File: config.mk
export PLATFORM = sky130hd
export DESIGN_NAME = etapa_busqueda
export DESIGN_NICKNAME = d
export VERILOG_FILES = /design/src/rtl/etapa_busqueda.sv
export SDC_FILE = /design/constraint.sdc
export NUM_CORES = 1
export LEC_CHECK = 0
export ABC_AREA = 0
export CAP_MARGIN = 20
export CORE_MARGIN = 2
export CORE_UTILIZATION = 46
export CTS_BUF_LIST = sky130_fd_sc_hd__clkbuf_16
export DETAILED_ROUTE_END_ITERATION = 6
export PLACE_DENSITY = 0.88
export SLEW_MARGIN = 5
export SYNTH_ARGS = -nofsm -noshare
export SYNTH_HDL_FRONTEND = slang
export SYNTH_SLANG_ARGS = --single-unit
export TNS_END_PERCENT = 100
File: constraint.sdc
create_clock -name clk -period 2.91 [get_ports clk]
set_input_delay 0.291 -clock clk [delete_from_list [all_inputs] [get_ports clk]]
set_output_delay 0.291 -clock clk [all_outputs]
set_load 0.01 [all_outputs]
File: src/rtl/etapa_busqueda.sv
// etapa_busqueda: instruction-fetch stage in front of a combinational ROM.
// Drives the ROM byte address from the PC and registers the returned word
// into the IF/ID pipeline register. It handles redirects, stalls and
// flushes, and keeps a count of fetched instructions.
//
// Ports:
//   clk, reset        rising-edge clock, synchronous active-high reset
//   stall             hold PC and IF/ID contents
//   salto_en          redirect request from EX (wins over stall)
//   dir_salto         redirect target byte address
//   instruccion       ROM data word, combinational in direccion
//   direccion         current PC (ROM address), always word aligned
//   instr_id          IF/ID instruction (all-zero NOP when flushed)
//   pc4_id            IF/ID PC+4
//   valido_id         IF/ID holds a real fetched instruction
//   err_alineacion    sticky: a misaligned redirect target was seen
//   cuenta_instr      instructions accepted into IF/ID (wraps)
//
// Optional feature: define FETCH_SALTO_TEMPRANO_EN to resolve J-type
// jumps (opcode 2) at fetch time with no bubble.
module etapa_busqueda #(
    parameter logic [31:0] PC_INICIAL   = 32'h0000_0000,
    parameter int          ANCHO_CUENTA = 16
) (
    input  logic                    clk,
    input  logic                    reset,
    input  logic                    stall,
    input  logic                    salto_en,
    input  logic [31:0]             dir_salto,
    input  logic [31:0]             instruccion,
    output logic [31:0]             direccion,
    output logic [31:0]             instr_id,
    output logic [31:0]             pc4_id,
    output logic                    valido_id,
    output logic                    err_alineacion,
    output logic [ANCHO_CUENTA-1:0] cuenta_instr
);

    logic [31:0] direccion_plus4;
    logic [31:0] pc_siguiente;

    assign direccion_plus4 = direccion + 32'd4;

    // Next PC on a plain fetch cycle (no redirect, no stall).
    always_comb begin
        pc_siguiente = direccion_plus4;
`ifdef FETCH_SALTO_TEMPRANO_EN
        if (instruccion[31:26] == 6'd2) begin
            pc_siguiente = {direccion_plus4[31:28],
                            instruccion[25:0], 2'b00};
        end
`endif
    end

    always_ff @(posedge clk) begin
        if (reset) begin
            direccion      <= {PC_INICIAL[31:2], 2'b00};
            instr_id       <= 32'h0;
            pc4_id         <= 32'h0;
            valido_id      <= 1'b0;
            err_alineacion <= 1'b0;
            cuenta_instr   <= '0;
        end else if (salto_en) begin
            // Redirect flushes the wrong-path word as an all-zero NOP.
            direccion <= {dir_salto[31:2], 2'b00};
            instr_id  <= 32'h0;
            pc4_id    <= 32'h0;
            valido_id <= 1'b0;
            if (dir_salto[1:0] != 2'b00) begin
                err_alineacion <= 1'b1;
            end
        end else if (!stall) begin
            direccion    <= pc_siguiente;
            instr_id     <= instruccion;
            pc4_id       <= direccion_plus4;
            valido_id    <= 1'b1;
            cuenta_instr <= cuenta_instr + ANCHO_CUENTA'(1);
        end
    end

endmodule

Word-level counts from Yosys, hierarchy flattened
Index checks and enable logic that the tools add are counted.
{ "word_totals": {"reg_bits": 114, "in_bits": 68, "output_inout_bits": 114, "elab_cells": 18} }
{ "classes": {"add_sub_neg": 2, "n_eq_ne": 1, "mux": 2, "bitwise": 2, "n_reduce_logical": 4} }
{ "ops": {"columns": ["cell", "count"], "rows": [
  ["2-to-1 mux 32 bit", 2],
  ["adder 32 x 3 -> 32 bit (second input constant)", 1],
  ["adder 16 x 1 -> 16 bit (second input constant)", 1],
  ["AND reduction 2 bit", 2],
  ["!= test 2 x 1 -> 1 bit (second input constant)", 1],
  ["NOT 1 bit", 2],
  ["nonzero test 2 bit", 1],
  ["OR reduction 2 bit", 1]
]} }

Depth between registers and ports, before layout
{ "depth": {"ltp_word": 3, "mapped_depth": 7} }

Worst setup path before layout
No wires, ideal clock.
{ "synth_timing": {"path_kind": "register -> register", "start": "reg direccion[2]", "end": "reg direccion[16]", "setup_ps": 74, "t_arrival_ps": 2089, "t_required_ps": 2836, "path_slack_ps": 747, "path_stages_with_launch": 6, "synth_period_minus_slack_ps": 2163, "path_cell_list": "dfxtp_1 ha_1 nand4_2 or4b_1 or4_1 a31oi_1"} }
{ "synth_between": {"elab_chain_cells": 3} }
{ "synth_lines": {"columns": ["item", "line_no", "text"], "rows": [
  ["start, declared", "31", "output logic [31:0] direccion,"],
  ["start signal, assigned", "57", "direccion <= {PC_INICIAL[31:2], 2'b00};"],
  ["start signal, assigned", "65", "direccion <= {dir_salto[31:2], 2'b00};"],
  ["start signal, assigned", "73", "direccion <= pc_siguiente;"],
  ["adder 32 x 3 -> 32 bit", "42", "assign direccion_plus4 = direccion + 32'd4;"],
  ["2-to-1 mux 32 bit", "72", "end else if (!stall) begin"],
  ["2-to-1 mux 32 bit", "63", "end else if (salto_en) begin"]
]} }
No other way between the ends. The select of a mux whose other input is x is not followed.
A chain may end at the register's enable or synchronous reset.

Worst setup path after layout
{ "layout_timing": {"start": "reg direccion[2]", "end": "reg direccion[24]"} }
The elaborated chain is that of the path after synthesis.

==> impl_metrics.env <==
export IMPL_setup_viol_count_final=0
export IMPL_synth_seq_area_share_pct=41.64
export IMPL_dp_hpwl_um=11630
export IMPL_intPower_uw=2499
export IMPL_detail_route_wirelength_um=15980
export IMPL_hp_class="in -> reg"
export IMPL_avgSynthCellArea_um2=8.572
export IMPL_min_period_over_period_pct=82.04
export IMPL_hold_viol_final=0
export IMPL_worstPathRequired_ps=3160
export IMPL_critPathLaunchType="flop"
export IMPL_arrival_ps=2640
export IMPL_p_leak_uw=0.002518
export IMPL_max_vdd_ir_drop_mv=0.3977
export IMPL_netSwitchingPower_uw=871.8
export IMPL_dieHeight_um=111.2
export IMPL_synth_top_flop_cell="dfxtp_1"
export IMPL_yosysWarnings=0
export IMPL_finClkSkew_ps=8.190
export IMPL_rsz0062_at_grt="no"
export IMPL_drive_above_1_share_pct=5.584
export IMPL_synth_cell_types=52
export IMPL_p_comb_share_pct=14.5
export IMPL_grt_max_degree=55
export IMPL_initial_utilization_pct=46.72
export IMPL_postCtsHoldBufs=0
export IMPL_worstSetupPathType="reg -> reg"
export IMPL_gp_congestion=0.9132
export IMPL_drcViolationCount=0
export IMPL_core_area_um2=11320
export IMPL_ctsHtreeMaxLevel=3
export IMPL_num_vias=5311
export IMPL_power_density_nw_per_um2=457.3
export IMPL_swShare_pct=25.86
export IMPL_synthCells=617
export IMPL_drt_pass1_iter_count=4
export IMPL_worstSkewPairLatency_ps=360
export IMPL_clkTransAtPathRegs_ps=70
export IMPL_clk_path_buf_depth=2
export IMPL_clockPowerShare_pct=36.3
export IMPL_synth_edf_count=0
export IMPL_worst_slack_ps=522.8
export IMPL_yosys_register_bits=110
export IMPL_via_per_inst=5.817
export IMPL_clock_sinks=110
export IMPL_post_cts_resized=0
export IMPL_antenna_found_initial=0
export IMPL_post_place_ws_ps=578.1
export IMPL_final_max_slew_viol_count=0
export IMPL_postCtsSetupBuffers=0
export IMPL_hold_ws_ps=323.9
export IMPL_min_period_ps=2387
export IMPL_outcome="complete, no violations"
export IMPL_gr_total_overflow=0
export IMPL_nets=836
export IMPL_fin_setup_tns_ps=0
export IMPL_io_buffers=177
export IMPL_cts_tree="yes"
export IMPL_n_antenna_cell=0
export IMPL_synth_area_um2=5289
export IMPL_worstSetupEndpointType="flop"
export IMPL_total_power_uw=3371
export IMPL_pwr_share_seq_pct=49.2
export IMPL_cts_root_buffer_cell="clkbuf_16"
export IMPL_cts_buffers=9
export IMPL_drv_cap=0
export IMPL_drt_first_iter_violations=335
export IMPL_dieWidth_um=111.2
export IMPL_maxSlewHeadroom_pct=36.23
export IMPL_drtAntennaViolNets=0
export IMPL_max_clock_freq_mhz=418.9
export IMPL_synthToLayoutAreaGrowth_pct=39.39
export IMPL_synthArstFlopShare_pct=0
export IMPL_ios=182
export IMPL_grt_pass1_vias=5053
export IMPL_tightest_slew_ps=947.8
export IMPL_grt_util_all_layers_pct=25.23
export IMPL_post_drt_wl_per_cell_um=17.50
export IMPL_die_area_um2=12370
export IMPL_worstPathMaxFanout=10
export IMPL_grt_first_pass_wirelength_um=25450
export IMPL_rows=39
## per-stage QoR
step,instance area (um^2),util [%],cells
global placement,7083,62.57,898
floorplan,5300,-,620
finish,7372,65.12,913
CTS,7372,65.12,913
global route,7372,65.12,913
detailed placement,7083,62.57,898
## final cells by class
class                           count  area [um^2]
Fill cell                         941         3949
Tap cell                          143        178.9
Sequential cell                   110         2202
Multi-Input combinational cell    446         2813
Inverter                           10        37.54
Timing Repair Buffer              189         1852
Clock buffer                        9        225.2
Clock inverter                      6        63.81
## worst max-delay path, stage by stage, from the launching register on
cell      delay, ps
dfxtp_1         470
ha_1            290
and4_1          390
nand4_1         340
or4_1           490
a311oi_1        300
## synthesized netlist by cell type, drive strengths merged (19+ instances only)
cell    count  area share, %
a21oi      24            2.3
buf        26            2.7
clkbuf     28            2.0
dfxtp     110             42
mux2i      32            6.1
nand2      36            2.6
nand3      19            1.9
nand4      21            3.3
nor2       81            5.7
o21ai      32            3.0
or4        20            3.0
xnor2      23            3.8
## cell families after synthesis
logic type,count (synthesis),synth area share (%)
AND/OR/NAND/NOR,245,24.91
AO/OA/AOI/OAI,130,15.99
flip-flops,110,41.64
buffers and inverters,64,5.394
XOR/XNOR,33,5.465
multiplexers,32,6.056
adder cells (fa/ha/maj),2,0.4731
other,1,0.07090
## per-layer routing
layer  share of wire [%]  vias to the layer above  GRT usage (%)  wire, um
met1                  41                     2465          31.25      6610
li1                    -                     2555              -         -
met3                 9.7                       29          6.889      1543
met2                  47                      262          41.83      7454
met4                 2.3                        0          9.712       373
met5                   0                        -              0         0
## flip-flops by register name, indices dropped and copies added, names as in the netlist
name            cells
direccion          30
cuenta_instr       16
pc4_id             30
err_alineacion      1
valido_id           1
instr_id           32
## power groups by stage
stage | clock network, uW | registers (uW) | logic, uW
2_1_floorplan | 0 | 1680 | 221
3_3_place_gp | 0 | 1690 | 475
3_5_place_dp | 0 | 1690 | 486
4_1_cts | 1240 | 1660 | 489
5_1_grt | 1300 | 1670 | 526
6_report | 1220 | 1660 | 488
## path summary, 6_finish.rpt
check,startpoint,endpoint,slack [ps],depth (start not counted)
max,direccion[2],direccion[24],520,5
min,stall,pc4_id[6],320,3
max reg2reg,direccion[2],direccion[24],520,5
min reg2reg,err_alineacion,err_alineacion,460,2
## layout by cell type (no fill, tap or decap), drive strengths merged, types with 3 or more instances in the layout
cell type and count:
xnor2 23, mux2i 32, a211oi 17, a31oi 14, o21ai 32, inv 10, a311oi 13, nor4 16
nand3 19, nand2 36, and3 5, nor3 13, nor2 81, dfxtp 110, clkbuf 9, or2 3
xor2 10, buf 14, nand4 21, or4 20, or3 10, and4 8, a21oi 24, clkinv 3
o31ai 17, clkdlybuf4s50 175, conb 4, nor2b 4
Power figures use the tool's default switching activity.
